<file path="src/rtl/tffers_cmd_gen.sv">
// tffers_cmd_gen
// Front-end command generator for the clear/set/toggle flip-flop.
//   * Two-flop synchronizer on each of the four raw board switches.
//   * Independent counter-based debouncer per switch; SW_DB exposes the
//     debounced levels, bit 0 being the strobe switch SW0.
//   * Two-state FSM (IDLE/HELD) that issues one registered, single-cycle,
//     priority-encoded command per debounced press of the strobe.
//     Priority: clear (SW1) > set (SW2) > toggle (SW3).
// Optional feature, enabled by defining TFFERS_AUTO_REPEAT_EN:
//   while the strobe stays held, the command is re-issued from the current
//   selector levels every REPEAT_CYCLES cycles. With the macro undefined
//   the repeat counter is not built and exactly one command is issued per press.
// All state is reset synchronously by RST_N low at a CLK rising edge.

module tffers_cmd_gen #(
    parameter int DEBOUNCE_CYCLES = 16,
    parameter int CNT_W           = 20,
    parameter int REPEAT_CYCLES   = 64
) (
    input  logic       CLK,
    input  logic       RST_N,
    input  logic       SW0,
    input  logic       SW1,
    input  logic       SW2,
    input  logic       SW3,
    output logic       CMD_VALID,
    output logic       CMD_CLR,
    output logic       CMD_SET,
    output logic       CMD_TGL,
    output logic [3:0] SW_DB
);

    // ------------------------------------------------------------------
    // Constants
    // ------------------------------------------------------------------
    localparam logic [0:0] ST_IDLE = 1'b0;
    localparam logic [0:0] ST_HELD = 1'b1;

    localparam logic [CNT_W-1:0] CNT_ZERO = {CNT_W{1'b0}};
    localparam logic [CNT_W-1:0] CNT_ONE  = {{(CNT_W-1){1'b0}}, 1'b1};
    localparam logic [CNT_W-1:0] DB_LAST  = CNT_W'(DEBOUNCE_CYCLES - 1);

    // Parameter sanity: a debounce window below two cycles would let a
    // single-cycle glitch through, and a zero repeat interval is meaningless.
    if (DEBOUNCE_CYCLES < 2) begin : g_bad_debounce
        $error("tffers_cmd_gen: DEBOUNCE_CYCLES must be at least 2");
    end
    if (REPEAT_CYCLES < 1) begin : g_bad_repeat
        $error("tffers_cmd_gen: REPEAT_CYCLES must be at least 1");
    end

    // ------------------------------------------------------------------
    // Priority encoder: selector levels {SW3,SW2,SW1} -> one-hot
    // command {tgl,set,clr}. Clear wins over set, set wins over toggle;
    // all-zero selectors yield no command.
    // ------------------------------------------------------------------
    function automatic logic [2:0] encode_cmd(input logic [2:0] sel);
        logic [2:0] cmd;
        cmd = 3'b000;
        if (sel[0]) begin
            cmd = 3'b001;
        end else if (sel[1]) begin
            cmd = 3'b010;
        end else if (sel[2]) begin
            cmd = 3'b100;
        end else begin
            cmd = 3'b000;
        end
        return cmd;
    endfunction

    // ------------------------------------------------------------------
    // Signals
    // ------------------------------------------------------------------
    logic [3:0]       raw_s;
    logic [3:0]       sync1_r;
    logic [3:0]       sync2_r;
    logic [3:0]       db_r;
    logic [3:0]       db_nxt_s;
    logic [CNT_W-1:0] db_cnt_r     [4];
    logic [CNT_W-1:0] db_cnt_nxt_s [4];

    logic [0:0]       state_r;
    logic [0:0]       state_nxt_s;
    logic             strobe_prev_r;
    logic             strobe_rise_s;
    logic             issue_s;
    logic [2:0]       cmd_s;

    logic             cmd_valid_r;
    logic             cmd_clr_r;
    logic             cmd_set_r;
    logic             cmd_tgl_r;

    assign raw_s = {SW3, SW2, SW1, SW0};

    // ------------------------------------------------------------------
    // Synchronizer
    // ------------------------------------------------------------------

    // Two-flop synchronizer bringing every raw switch into the CLK domain.
    always_ff @(posedge CLK) begin
        if (!RST_N) begin
            sync1_r <= 4'b0000;
            sync2_r <= 4'b0000;
        end else begin
            sync1_r <= raw_s;
            sync2_r <= sync1_r;
        end
    end

    // ------------------------------------------------------------------
    // Debouncer
    // A switch's stable level only follows the synchronized level after
    // DEBOUNCE_CYCLES consecutive disagreeing samples; any sample that
    // agrees with the stable level restarts the count. The counter stops
    // at DB_LAST, so it can never wrap.
    // ------------------------------------------------------------------

    // Next-state decision for each switch's stable level and counter.
    always_comb begin
        for (int i = 0; i < 4; i++) begin
            db_nxt_s[i]     = db_r[i];
            db_cnt_nxt_s[i] = CNT_ZERO;
            if (sync2_r[i] == db_r[i]) begin
                db_cnt_nxt_s[i] = CNT_ZERO;
            end else if (db_cnt_r[i] < DB_LAST) begin
                db_cnt_nxt_s[i] = db_cnt_r[i] + CNT_ONE;
            end else begin
                db_nxt_s[i]     = sync2_r[i];
                db_cnt_nxt_s[i] = CNT_ZERO;
            end
        end
    end

    // Debounced levels and their counters.
    always_ff @(posedge CLK) begin
        if (!RST_N) begin
            db_r <= 4'b0000;
            for (int i = 0; i < 4; i++) begin
                db_cnt_r[i] <= CNT_ZERO;
            end
        end else begin
            db_r <= db_nxt_s;
            for (int i = 0; i < 4; i++) begin
                db_cnt_r[i] <= db_cnt_nxt_s[i];
            end
        end
    end

    assign SW_DB = db_r;

    // ------------------------------------------------------------------
    // Strobe edge detection
    // ------------------------------------------------------------------

    // Debounced strobe level as it stood at the previous edge.
    always_ff @(posedge CLK) begin
        if (!RST_N) begin
            strobe_prev_r <= 1'b0;
        end else begin
            strobe_prev_r <= db_r[0];
        end
    end

    assign strobe_rise_s = db_r[0] & ~strobe_prev_r;

    // Command derived from selector levels as they stand at this edge.
    assign cmd_s = encode_cmd(db_r[3:1]);

`ifdef TFFERS_AUTO_REPEAT_EN
    // ------------------------------------------------------------------
    // Auto-repeat interval counter
    // Sits at zero outside HELD, so it is zero on the entry edge; the
    // repeat fires REPEAT_CYCLES edges after entry (or after the previous
    // repeat) while the strobe is still held.
    // ------------------------------------------------------------------
    localparam logic [CNT_W-1:0] RPT_LAST = CNT_W'(REPEAT_CYCLES - 1);

    logic [CNT_W-1:0] rpt_cnt_r;
    logic             rpt_hit_s;

    assign rpt_hit_s = (rpt_cnt_r == RPT_LAST);

    // Repeat counter: runs only while HELD with the strobe still down.
    always_ff @(posedge CLK) begin
        if (!RST_N) begin
            rpt_cnt_r <= CNT_ZERO;
        end else if (state_r != ST_HELD) begin
            rpt_cnt_r <= CNT_ZERO;
        end else if (!db_r[0]) begin
            rpt_cnt_r <= CNT_ZERO;
        end else if (rpt_hit_s) begin
            rpt_cnt_r <= CNT_ZERO;
        end else begin
            rpt_cnt_r <= rpt_cnt_r + CNT_ONE;
        end
    end
`endif

    // ------------------------------------------------------------------
    // Press FSM
    // ------------------------------------------------------------------

    // Next state and command-issue decision.
    always_comb begin
        state_nxt_s = state_r;
        issue_s     = 1'b0;
        case (state_r)
            ST_IDLE: begin
                if (strobe_rise_s) begin
                    state_nxt_s = ST_HELD;
                    issue_s     = 1'b1;
                end else begin
                    state_nxt_s = ST_IDLE;
                    issue_s     = 1'b0;
                end
            end
            ST_HELD: begin
                if (!db_r[0]) begin
                    state_nxt_s = ST_IDLE;
                    issue_s     = 1'b0;
                end else begin
                    state_nxt_s = ST_HELD;
`ifdef TFFERS_AUTO_REPEAT_EN
                    issue_s     = rpt_hit_s;
`else
                    issue_s     = 1'b0;
`endif
                end
            end
            default: begin
                state_nxt_s = ST_IDLE;
                issue_s     = 1'b0;
            end
        endcase
    end

    // FSM state register.
    always_ff @(posedge CLK) begin
        if (!RST_N) begin
            state_r <= ST_IDLE;
        end else begin
            state_r <= state_nxt_s;
        end
    end

    // ------------------------------------------------------------------
    // Command outputs
    // A press with no selector active still enters HELD but produces no
    // pulse; every command bit is forced low whenever CMD_VALID is low.
    // ------------------------------------------------------------------

    // Registered single-cycle command pulse.
    always_ff @(posedge CLK) begin
        if (!RST_N) begin
            cmd_valid_r <= 1'b0;
            cmd_clr_r   <= 1'b0;
            cmd_set_r   <= 1'b0;
            cmd_tgl_r   <= 1'b0;
        end else if (issue_s && (cmd_s != 3'b000)) begin
            cmd_valid_r <= 1'b1;
            cmd_clr_r   <= cmd_s[0];
            cmd_set_r   <= cmd_s[1];
            cmd_tgl_r   <= cmd_s[2];
        end else begin
            cmd_valid_r <= 1'b0;
            cmd_clr_r   <= 1'b0;
            cmd_set_r   <= 1'b0;
            cmd_tgl_r   <= 1'b0;
        end
    end

    assign CMD_VALID = cmd_valid_r;
    assign CMD_CLR   = cmd_clr_r;
    assign CMD_SET   = cmd_set_r;
    assign CMD_TGL   = cmd_tgl_r;

endmodule

</file>
<file path="config.mk">
export PLATFORM = sky130hd
export DESIGN_NAME = tffers_cmd_gen
export DESIGN_NICKNAME = d
export VERILOG_FILES = /design/src/rtl/tffers_cmd_gen.sv
export SDC_FILE = /design/constraint.sdc
export NUM_CORES = 1
export LEC_CHECK = 0
export ABC_AREA = 1
export CAP_MARGIN = 20
export CORE_UTILIZATION = 50
export CTS_CLUSTER_DIAMETER = 80
export DETAILED_ROUTE_END_ITERATION = 7
export PLACE_DENSITY_LB_ADDON = 0.2
export SYNTH_ARGS = -nofsm -noshare
export SYNTH_HDL_FRONTEND = slang
export SYNTH_SLANG_ARGS = --single-unit
</file>
<file path="constraint.sdc">
create_clock -name CLK -period 1 [get_ports CLK]
set_input_delay 0.15 -clock CLK [delete_from_list [all_inputs] [get_ports CLK]]
set_output_delay 0.15 -clock CLK [all_outputs]
set_load 0.05 [all_outputs]
</file>
-- Yosys cells after proc, flatten, opt, wreduce, memory -nomap -nowiden
Memories as Yosys holds them, arrays and structs flattened.
Cells that the tools add are included.
- bits in registers: 18
- bits in latches: 0
- RAM bits: 80
- bits in read-only memories: 0
- input bits: 6
- output and inout port bits: 8
- word-level logic and storage cells: 69
- memories: 1
- $add $sub $neg: 4
- multipliers: 0
- div/mod/pow operators: 0
- $lt $le $gt $ge: 4
- equal/unequal tests: 4
- shift-type cells: 0
- multiplexer cells: 22
- bitwise logic cells: 15
- reduce and logical (&&, ||, !) cells: 7
- memory list (name ; words ; width ; read ports ; clocked after memory_dff ; write ports ; RTL line ; source):
    db_cnt_r ; 4 ; 20 ; 4 ; 0 ; 4 ; 80 ; logic [CNT_W-1:0] db_cnt_r [4];
- operator list (cell ; count):
    $mux W20 ; 12
    $add A20 B1 Y20 const B ; 4
    $lt A20 B4 Y1 const B ; 4
    $not A1 Y1 ; 10
    $reduce_and A2 Y1 ; 5
    $mux W3 ; 3
    $mux W1 ; 5
    $eq A1 B1 Y1 ; 4
    $or A1 B1 Y1 ; 4
    $pmux W1 S2 ; 2
    $reduce_bool A3 Y1 ; 1
    $and A1 B1 Y1 ; 1
    $logic_and A1 B1 Y1 ; 1

-- Longest topological paths before layout
- word-level depth: 6
- depth in mapped cells: 8
- gate-level depth less buffers: 8

-- Worst setup path before layout
OpenSTA, ideal clock, no wires.
- path kind: register to register
- from: register db_r[0], in the netlist SW_DB[0]
- to: register cmd_tgl_r, in the netlist CMD_TGL
- setup time: 0.089 ns
- arrival time: 1.152 ns
- required time: 0.911 ns
- slack: -0.240 ns
- stages on the path, launching flop included: 5
- path buffers: 0
- period minus slack after synthesis: 1.240 ns
- path through: dfxtp_1 nand2_1 nor3_2 inv_1 nor4_2
- longest elaborated chain between the ends: 5
- RTL lines (item ; RTL line ; source):
    start, declared ; 78 ; logic [3:0] db_r;
    start signal, assigned ; 144 ; db_r <= db_nxt_s;
    $and A1 B1 Y1 ; 166 ; assign strobe_rise_s = db_r[0] & ~strobe_prev_r;
    $mux W1 ; 211 ; if (strobe_rise_s) begin
    $pmux W1 S2 ; 209 ; case (state_r)
    $logic_and A1 B1 Y1 ; 261 ; end else if (issue_s && (cmd_s != 3'b000)) begin
    $reduce_and A2 Y1 (no line) ; - ;
    end signal, assigned ; 265 ; cmd_tgl_r <= cmd_s[2];
    end, declared ; 93 ; logic cmd_tgl_r;
Every way passes these cells.
A chain may end at the register's enable or synchronous reset.

==> reports/qor.yml <==
rows: 26
ys_ff_latch: 98
track_usage_pct: 15.9
place_congestion: 0.693
cts_tree: "yes"
worst_slack_ns: -0.101
grt_pass1_wl_mm: 7.01
crit_path_end_kind: "register"
path_cells: "ha_4, nand3_2, nand2_2, nor2_4, nand4_1, nor2_1"
clkSinkCount: 98
min_period_ns: 1.10
io_pins: 14
dieHeight_um: 76.3
rsz0062_at_grt: "yes"
power.leakage_nw: 1.71
period_share_pct: 110
synth_top_area_share_pct: 71.1
tns_ns: -1.07
clockBufferDepth: 2
clk_latency_ns: 0.34
initialDrtViolationCount: 26
holdWs_ns: 0.249
cpLargestDelayFamily: "simple AND/OR/NAND/NOR gates"
port_buffers: 13
grt_antenna_before_repair: 0
final_max_slew_viol_count: 0
start_kind: "register"
clkTransAtPathRegs_ns: 0.08
hold_class: "in -> reg"
htree_levels: 3
die-area_um2: 5820
dpl_cell_area_um2: 3450
netlist_area_um2: 2760
register_area_um2: 1990
holdBufCountCts: 0
cts_buffers: 9
post-place-ws_ns: -0.231
grt_max_degree: 16
ys.flop_type: "dfxtp_1"
power_mw: 7.19
yosysMostFrequentCell: "dfxtp_1"
postRouteAntennaNets: 0
synth-edff-count: 0
overflow: 0
cp.required_ns: 1.28
fin_util_pct: 74.3
synth_async_sr_flop_share_pct: 0
viasPerCell: 4.03
initial_core_util_pct: 53.0
setup_viol: 24
worst-path-buf-inv: 0
drc: 0
fillers: 376
num_vias: 1755
nets: 371
core_um2: 5200
critPathMaxFanout: 4
clock_skew_ns: 0.00486
final_hold_viol_count: 0
vdd_drop_max_v: 0.00114
max_stage_delay_ns: 0.34
worstSetupPathType: "reg -> reg"
max_freq_ghz: 0.908
arrival_ns: 1.38
synth_area_leaders: "dfxtp_1 (71%), nor2_1 (6.9%), nand2_1 (3.9%)"
drtPass1Iterations: 4
yosysSeqAreaShare_pct: 71.1
multi_input_area_um2: 1110
cts_root_buffer: "clkbuf_8"
place_inst: 415
synth_top_area_cell: "dfxtp_1"
first_global_vias: 1742
violations: "negative setup slack"
wl_per_cell_um: 9.04
synth.lib_cells_used.distinct: 24
antenna_cells: 0
timing.max_cap.violations: 0
syn_inst: 258
outcome: "complete, but fails checks"
syn-mean-instance-area_um2: 10.7
stdcell_area_um2: 3870
place.detailed.hpwl_mm: 2.68
die_w_um: 76.3
fin_cells: 436
area_growth_pct: 40.2
yosys_warnings: 0
layout-drive-gt1-share_pct: 26.5
drt-total-wl_mm: 3.94
synth_commonest_cells: "dfxtp_1 (98), nor2_1 (51), nand2_1 (29)"
powerDensity_nw_per_um2: 1860
cp_slowest_cell: "dfxtp_2"
power by group:
group,switching [mW],leakage [nW],internal (mW),total [mW]
combinational,0.126,0.768,0.0919,0.218
clock,1.21,0.114,1.66,2.87
sequential,0.0480,0.825,4.05,4.10
cell usage in the layout, fill, tap and decap left out, drive strengths merged, types with 3 or more instances in the layout:
master / instances
a21oi: 4
buf: 27
bufinv: 3
clkbuf: 11
clkdlybuf4s50: 4
conb: 64
dfxtp: 98
ha: 4
inv: 23
nand2: 29
nand3: 17
nand4: 4
nor2: 55
nor3: 5
xnor2: 4
xor2: 7
worst paths after layout:
| path | startpoint | to | slack, ns | cells after the start |
|---|---|---|---|---|
| min reg2reg | sync1_r[0] | sync2_r[0] | 0.42 | 2 |
| max | db_cnt_r[2][1] | db_cnt_r[2][2] | -0.10 | 6 |
| max reg2reg | db_cnt_r[2][1] | db_cnt_r[2][2] | -0.10 | 6 |
| min | RST_N | db_cnt_r[1][0] | 0.25 | 3 |
layout make-up:
| cell class | instances | share of cell area (%) |
|---|---|---|
| flip-flops and latches | 98 | 51.4 |
| clock buffers | 11 | 3.40 |
| multi-input cells | 197 | 28.7 |
| clock inverters | 5 | 2.65 |
| repair buffers | 32 | 9.38 |
| inverters | 23 | 2.23 |
| well taps | 70 | 2.26 |
kinds of logic (layout without fill, tap and decap cells):
group / Yosys count / count (layout) / share of synthesized area [%]
other: 1 / 64 / 0.136
buffers and inverters: 26 / 71 / 3.85
AOI/OAI and AO/OA: 4 / 4 / 0.726
adders and majority gates: 4 / 4 / 1.81
DFF: 98 / 98 / 71.1
and+or+nand+nor: 114 / 114 / 18.9
xor gates and xnor gates: 11 / 11 / 3.49
worst reg2reg max path, cell delays in order, from the launching register on:
cell and delay (ns):
dfxtp_2 0.34, ha_4 0.16, nand3_2 0.07, nand2_2 0.07
nor2_4 0.10, nand4_1 0.16, nor2_1 0.14
metal layers:
layer  GRT usage [%]  share of wire, %
met5               0                 0
met3            3.23               2.2
met2            28.2                52
met1            16.5                42
met4            12.1               2.8
registers in the layout (all words and copies together) (netlist names):
register,cells
db_cnt_r,80
SW_DB,4
sync1_r,4
sync2_r,4
CMD_CLR,1
CMD_SET,1
CMD_TGL,1
CMD_VALID,1
state_r,1
strobe_prev_r,1
repair_timing:
action	4_1_cts	5_1_grt
pin swaps	18	14
resized for setup	23	18
setup endpoints to repair	28	30
setup buffers	3	2
No activity file was read; power rests on OpenSTA's default activity.
